## config.mk

```make
export PLATFORM = sky130hd
export DESIGN_NAME = pipe_ctrl_unit_flat
export DESIGN_NICKNAME = d
export VERILOG_FILES = /design/src/rtl/pipe_ctrl_unit_if.sv /design/src/rtl/pipe_ctrl_unit.sv /design/src/flat_wrapper.sv
export SDC_FILE = /design/constraint.sdc
export NUM_CORES = 1
export LEC_CHECK = 0
export CAP_MARGIN = 20
export CORE_MARGIN = 3
export CORE_UTILIZATION = 45
export CTS_CLUSTER_DIAMETER = 40
export DETAILED_ROUTE_END_ITERATION = 8
export PLACE_DENSITY = 0.74
export SLEW_MARGIN = 20
export SYNTH_ARGS = -nofsm -noshare
export SYNTH_HDL_FRONTEND = slang
export SYNTH_SLANG_ARGS = --single-unit
```

## constraint.sdc

```tcl
create_clock -name clk -period 3.05 [get_ports clk]
set_input_delay 0.915 -clock clk [delete_from_list [all_inputs] [get_ports clk]]
set_output_delay 0.915 -clock clk [all_outputs]
set_load 0.1 [all_outputs]
```

## src/rtl/pipe_ctrl_unit_if.sv

```systemverilog
// Pipeline-control signal bundle between the datapath stages and pipe_ctrl_unit.
interface pipe_ctrl_unit_if #(
  parameter int unsigned CNT_W = 16
);
  logic             id_valid;
  logic [3:0]       id_cond;
  logic [3:0]       id_src1;
  logic [3:0]       id_src2;
  logic             id_two_src;
  logic             exe_wb_en;
  logic             mem_wb_en;
  logic [3:0]       exe_dest;
  logic [3:0]       mem_dest;
  logic             exe_s;
  logic [3:0]       exe_status_out;
  logic             exe_b;
  logic             mem_access;
  logic             mem_ready;
  logic [3:0]       status;
  logic             cond_pass;
  logic             hazard_stall;
  logic             flush;
  logic             freeze;
  logic             mem_timeout;
  logic [CNT_W-1:0] stall_cnt;

  modport slave (
    input  id_valid, id_cond, id_src1, id_src2, id_two_src,
    input  exe_wb_en, mem_wb_en, exe_dest, mem_dest,
    input  exe_s, exe_status_out, exe_b, mem_access, mem_ready,
    output status, cond_pass, hazard_stall, flush, freeze, mem_timeout, stall_cnt
  );

  modport master (
    output id_valid, id_cond, id_src1, id_src2, id_two_src,
    output exe_wb_en, mem_wb_en, exe_dest, mem_dest,
    output exe_s, exe_status_out, exe_b, mem_access, mem_ready,
    input  status, cond_pass, hazard_stall, flush, freeze, mem_timeout, stall_cnt
  );
endinterface

```

## src/rtl/pipe_ctrl_unit.sv

```systemverilog
// Pipeline sequencing controller: status flags, condition check, RAW stall,
// branch flush, memory-wait freeze with timeout FSM and debug stall counter.
module pipe_ctrl_unit #(
  parameter int unsigned TIMEOUT = 255,
  parameter int unsigned CNT_W   = 16
) (
  input  logic clk,
  input  logic rst,
  pipe_ctrl_unit_if.slave bus
);
  typedef enum logic {S_RUN, S_WAIT} state_t;

  localparam logic [CNT_W-1:0] TMO = CNT_W'(TIMEOUT);

  state_t           state_q, state_d;
  logic [CNT_W-1:0] wait_cnt_q, wait_cnt_d;
  logic [CNT_W-1:0] stall_cnt_q, stall_cnt_d;
  logic             timeout_q, timeout_d;
  logic [3:0]       status_q, status_d;

  logic freeze, flush, raw, hazard_stall, cond_pass;
  logic z, c, n, v;

  assign {z, c, n, v} = status_q;

  always_comb begin
    freeze       = bus.mem_access & ~bus.mem_ready;
    flush        = bus.exe_b & ~freeze;
    raw          = bus.id_valid &
                   ((bus.exe_wb_en & (bus.id_src1 == bus.exe_dest)) |
                    (bus.mem_wb_en & (bus.id_src1 == bus.mem_dest)) |
                    (bus.id_two_src &
                     ((bus.exe_wb_en & (bus.id_src2 == bus.exe_dest)) |
                      (bus.mem_wb_en & (bus.id_src2 == bus.mem_dest)))));
    hazard_stall = raw & ~flush & ~freeze;
  end

  always_comb begin
    cond_pass = 1'b0;
    case (bus.id_cond)
      4'h0: cond_pass = z;
      4'h1: cond_pass = ~z;
      4'h2: cond_pass = c;
      4'h3: cond_pass = ~c;
      4'h4: cond_pass = n;
      4'h5: cond_pass = ~n;
      4'h6: cond_pass = v;
      4'h7: cond_pass = ~v;
      4'h8: cond_pass = c & ~z;
      4'h9: cond_pass = ~c | z;
      4'hA: cond_pass = (n == v);
      4'hB: cond_pass = (n != v);
      4'hC: cond_pass = ~z & (n == v);
      4'hD: cond_pass = z | (n != v);
      4'hE: cond_pass = 1'b1;
      default: cond_pass = 1'b0;
    endcase
  end

  always_comb begin
    state_d     = state_q;
    wait_cnt_d  = wait_cnt_q;
    timeout_d   = timeout_q;
    status_d    = status_q;
    stall_cnt_d = stall_cnt_q;

    if (bus.exe_s && !freeze) status_d = bus.exe_status_out;
    if ((hazard_stall || freeze) && (stall_cnt_q != '1)) stall_cnt_d = stall_cnt_q + 1'b1;

    case (state_q)
      S_RUN: begin
        if (freeze) begin
          state_d    = S_WAIT;
          wait_cnt_d = CNT_W'(1);
        end
      end
      S_WAIT: begin
        if (bus.mem_ready || !bus.mem_access) begin
          state_d    = S_RUN;
          wait_cnt_d = '0;
        end else begin
          if (wait_cnt_q != '1) wait_cnt_d = wait_cnt_q + 1'b1;
          // Timeout only flags the condition; the access keeps waiting.
          if (wait_cnt_q >= TMO) timeout_d = 1'b1;
        end
      end
      default: state_d = S_RUN;
    endcase
  end

  always_ff @(posedge clk or posedge rst) begin
    if (rst) begin
      state_q     <= S_RUN;
      wait_cnt_q  <= '0;
      timeout_q   <= 1'b0;
      status_q    <= '0;
      stall_cnt_q <= '0;
    end else begin
      state_q     <= state_d;
      wait_cnt_q  <= wait_cnt_d;
      timeout_q   <= timeout_d;
      status_q    <= status_d;
      stall_cnt_q <= stall_cnt_d;
    end
  end

  assign bus.status       = status_q;
  assign bus.cond_pass    = cond_pass;
  assign bus.hazard_stall = hazard_stall;
  assign bus.flush        = flush;
  assign bus.freeze       = freeze;
  assign bus.mem_timeout  = timeout_q;
  assign bus.stall_cnt    = stall_cnt_q;
endmodule

```

## src/flat_wrapper.sv

```systemverilog
// flat-port wrapper written by rule: the top's interface ports become plain ports
module pipe_ctrl_unit_flat 
#(
  parameter int unsigned TIMEOUT = 255,
  parameter int unsigned CNT_W   = 16
)
  (clk, rst, bus_id_valid, bus_id_cond, bus_id_src1, bus_id_src2, bus_id_two_src, bus_exe_wb_en, bus_mem_wb_en, bus_exe_dest, bus_mem_dest, bus_exe_s, bus_exe_status_out, bus_exe_b, bus_mem_access, bus_mem_ready, bus_status, bus_cond_pass, bus_hazard_stall, bus_flush, bus_freeze, bus_mem_timeout, bus_stall_cnt);
  pipe_ctrl_unit_if #(.CNT_W(CNT_W)) bus_i ();
  input  logic clk;
  input  logic rst;
  input wire logic [$bits(bus_i.id_valid)-1:0] bus_id_valid;
  input wire logic [$bits(bus_i.id_cond)-1:0] bus_id_cond;
  input wire logic [$bits(bus_i.id_src1)-1:0] bus_id_src1;
  input wire logic [$bits(bus_i.id_src2)-1:0] bus_id_src2;
  input wire logic [$bits(bus_i.id_two_src)-1:0] bus_id_two_src;
  input wire logic [$bits(bus_i.exe_wb_en)-1:0] bus_exe_wb_en;
  input wire logic [$bits(bus_i.mem_wb_en)-1:0] bus_mem_wb_en;
  input wire logic [$bits(bus_i.exe_dest)-1:0] bus_exe_dest;
  input wire logic [$bits(bus_i.mem_dest)-1:0] bus_mem_dest;
  input wire logic [$bits(bus_i.exe_s)-1:0] bus_exe_s;
  input wire logic [$bits(bus_i.exe_status_out)-1:0] bus_exe_status_out;
  input wire logic [$bits(bus_i.exe_b)-1:0] bus_exe_b;
  input wire logic [$bits(bus_i.mem_access)-1:0] bus_mem_access;
  input wire logic [$bits(bus_i.mem_ready)-1:0] bus_mem_ready;
  output wire logic [$bits(bus_i.status)-1:0] bus_status;
  output wire logic [$bits(bus_i.cond_pass)-1:0] bus_cond_pass;
  output wire logic [$bits(bus_i.hazard_stall)-1:0] bus_hazard_stall;
  output wire logic [$bits(bus_i.flush)-1:0] bus_flush;
  output wire logic [$bits(bus_i.freeze)-1:0] bus_freeze;
  output wire logic [$bits(bus_i.mem_timeout)-1:0] bus_mem_timeout;
  output wire logic [$bits(bus_i.stall_cnt)-1:0] bus_stall_cnt;
  assign bus_i.id_valid = bus_id_valid;
  assign bus_i.id_cond = bus_id_cond;
  assign bus_i.id_src1 = bus_id_src1;
  assign bus_i.id_src2 = bus_id_src2;
  assign bus_i.id_two_src = bus_id_two_src;
  assign bus_i.exe_wb_en = bus_exe_wb_en;
  assign bus_i.mem_wb_en = bus_mem_wb_en;
  assign bus_i.exe_dest = bus_exe_dest;
  assign bus_i.mem_dest = bus_mem_dest;
  assign bus_i.exe_s = bus_exe_s;
  assign bus_i.exe_status_out = bus_exe_status_out;
  assign bus_i.exe_b = bus_exe_b;
  assign bus_i.mem_access = bus_mem_access;
  assign bus_i.mem_ready = bus_mem_ready;
  assign bus_status = bus_i.status;
  assign bus_cond_pass = bus_i.cond_pass;
  assign bus_hazard_stall = bus_i.hazard_stall;
  assign bus_flush = bus_i.flush;
  assign bus_freeze = bus_i.freeze;
  assign bus_mem_timeout = bus_i.mem_timeout;
  assign bus_stall_cnt = bus_i.stall_cnt;
  pipe_ctrl_unit #(.TIMEOUT(TIMEOUT), .CNT_W(CNT_W)) u_core (.clk(clk), .rst(rst), .bus(bus_i));
endmodule
```

==> impl_metrics.tcl <==
set metrics [dict create \
    use_met1_pct 26.3 \
    io_pins 59 \
    fin_setup_tns_ps 0 \
    hold_viol_final 0 \
    whs_ps 472 \
    max_freq_mhz 332 \
    power_density_mw_per_mm2 533 \
    place_ws_ps -477 \
    finalWorstSetupSlack_ps 42.3 \
    path_class "input port to primary output" \
    die_w_um 78.5 \
    initial_core_util_pct 48.2 \
    finClkSkew_ps 4.56 \
    maxSlewHeadroom_pct 34.8 \
    firstDrtPassIters 4 \
    crit_path_end_kind "primary output" \
    min_period_over_period_pct 98.6 \
    synth_edf_count 0 \
    grt_usage_pct 20.8 \
    worstPathMaxFanout 4 \
    worst_ep_required_time_ps 2130 \
    dp_cells 379 \
    die_area_mm2 0.00617 \
    startpoint_type "input port" \
    yosysUniqueCellTypes 48 \
    max_cap_violations 0 \
    p_leak_nw 1.47 \
    final_cells 388 \
    num_antenna_cells 0 \
    clkSinkCount 38 \
    reg2reg_from "u_core.wait_cnt_q[0]" \
    peakVddDrop_uv 798 \
    path_clk_slew_ps 70 \
    drive_gt1_share_pct 40.2 \
    antenna_found_initial 0 \
    clock_path_buffers 2 \
    globalRouteMet2Util_pct 35.7 \
    wl_um 6180 \
    tightest_slew_ps 971 \
    multi_input_area_mm2 0.00165 \
    clk_latency_ps 290 \
    coreArea_mm2 0.00491 \
    numCtsBuffers 5 \
    num_vias 2114 \
    place_hpwl_um 4190 \
    rsz0062_at_grt "no" \
    drt_iter0_drc 54 \
    outcome "finished clean" \
    drc_errors 0 \
    gr-total-overflow 0 \
    via_per_inst 5.45 \
    fp-row-count 25 \
    holdPathEnd "u_core.bus.mem_timeout" \
    final_nets 356 \
    reg2reg_depth 7 \
    postSynth.asyncResetShare_pct 100 \
    gp_congestion 0.806 \
    synth_area_per_cell_um2 9.78 \
    rrSetupSlack_ps 1070 \
    ys_ff_latch 38 \
    grtUsageMet3_pct 5.16 \
    yosysWarnings 0 \
    synth_nets 278 \
    postCtsHoldBufs 0 \
    hold_path_class "flop to flop" \
    portBuffers 58 \
    fill_cells 356 \
    ys_seq_area_share_pct 40.2 \
    grt_start_max_net_pins 39 \
    grt_pass1_vias 2108 \
    synthFlopType "dfrtp_1" \
    whs_path_depth 1 \
    cts-root-buf "clkbuf_8" \
    reg2reg_to "u_core.wait_cnt_q[14]" \
    htreeDepth 2 \
    min_from "u_core.bus.mem_timeout" \
    die_y_um 78.5 \
    seqCellArea_um2 953 \
    drv_slew 0 \
    area_growth_pct 46.6 \
    crit_arrival_ps 2090 \
    period_minus_slack_ps 3010 \
    cts_tree "built" \
    setup_viol 0 \
    grt-busiest-layer "met2" \
    syn_inst 242 \
    grt_pass1_wl_um 10200 \
    netlist_area_mm2 0.00237 \
    antenna_left 0 \
    wl_per_cell_um 15.9 \
]
==> where the power goes <==
group / internal, mW / switching, mW / total, mW
Sequential: 0.561 / 0.0851 / 0.646
Combinational: 0.237 / 0.613 / 0.850
Clock: 0.182 / 0.173 / 0.355
==> layout by cell type (no fill, tap or decap), drive strengths merged, types with 4 or more instances in the layout <==
cell           instances
a211oi                 8
a21oi                 12
and4                   4
buf                   61
clkbuf                 7
clkdlybuf4s50         10
dfrtp                 38
dlygate4sd2            4
inv                   13
mux2                   6
mux2i                  4
nand2                 15
nand3                 21
nand4                  4
nor2                  22
nor3                   4
nor4                   6
o21ai                  7
xnor2                 15
xor2                  24
==> layout make-up <==
type	instances	share of cell area, %
inverter	13	1.55
clock buffer	7	2.49
clock inverter	1	0.144
multi-input combinational	186	47.4
timing repair buffer	76	18.5
tap	67	2.42
sequential	38	27.5
==> logic make-up after synthesis <==
group           share of synthesized area, %
compound gates                          16.1
xor+xnor                                14.4
fa+ha+maj                               1.06
buf+inv                                 3.28
flops                                   40.2
mux                                     4.55
simple gates                            20.4
==> critical path, stage by stage <==
cell and delay, ps:
buf_6 120, inv_4 70, buf_4 110, nand2_1 50, mux2i_1 140, a21oi_1 60, o221a_2 260, o32ai_4 150
buf_12 210
==> synthesized netlist by cell type (2+ instances only) <==
cell,n,area [um2]
a31oi_1,2,12.5
buf_2,2,10.0
mux2_1,2,22.5
nand3_1,20,100
nand2b_1,3,18.8
and4_1,4,35.0
nor4_1,2,12.5
a21oi_1,11,55.1
a211oi_1,4,30.0
nor4_2,4,50.1
mux2i_1,4,40.0
o21ai_1,3,15.0
a2111oi_2,3,45.0
nand2_1,15,56.3
nand4_1,4,25.0
mux2_2,4,45.0
o21ai_0,4,20.0
nor3_1,4,20.0
xor2_1,24,210
inv_1,13,48.8
xnor2_1,15,131
clkbuf_1,2,7.51
a211oi_2,4,50.1
dfrtp_1,38,951
or3_1,3,18.8
and2_1,3,18.8
and3_1,2,12.5
nor2_1,22,82.6
ha_1,2,25.0
==> how the worst max path moves through the flow <==
stage | slack, ps | cells after the start | end | from
after detailed placement | -480 | 7 | bus_cond_pass | bus_id_cond[2]
after CTS | 1 | 6 | bus_hazard_stall | bus_mem_dest[1]
after floorplan | -120 | 5 | bus_hazard_stall | bus_mem_dest[1]
final | 40 | 9 | bus_cond_pass | bus_id_cond[2]
after global routing | 2 | 6 | bus_hazard_stall | bus_id_src1[1]
after global placement | -350 | 7 | bus_cond_pass | bus_id_cond[2]
==> per-stage QoR <==
step,power (mW),util [%],instance area [um2]
2_1_floorplan,1.22,-,2400
3_3_place_gp,1.44,64.1,3150
3_5_place_dp,1.45,64.1,3150
4_1_cts,1.86,69.9,3430
5_1_grt,1.94,70.7,3470
6_report,1.85,70.7,3470
==> per-layer routing <==
layer	up-vias	part of all wire, %
met1	1039	43
li1	1019	-
met3	7	5.2
met4	0	0.86
met5	-	0
met2	49	51
==> repair_timing <==
| item | CTS | global route |
|---|---|---|
| endpoints found under the setup margin | 2 | 2 |
| pin swaps | 27 | 11 |
| setup buffers | 0 | 1 |
| gates resized for setup | 118 | 19 |
==> sequential cells by signal, summed over array words and instances, names as in the netlist <==
signal                  cells
u_core.state_q              1
u_core.bus.mem_timeout      1
u_core.wait_cnt_q          16
u_core.bus.status           4
u_core.bus.stall_cnt       16
(Power assumes the default switching activity.)
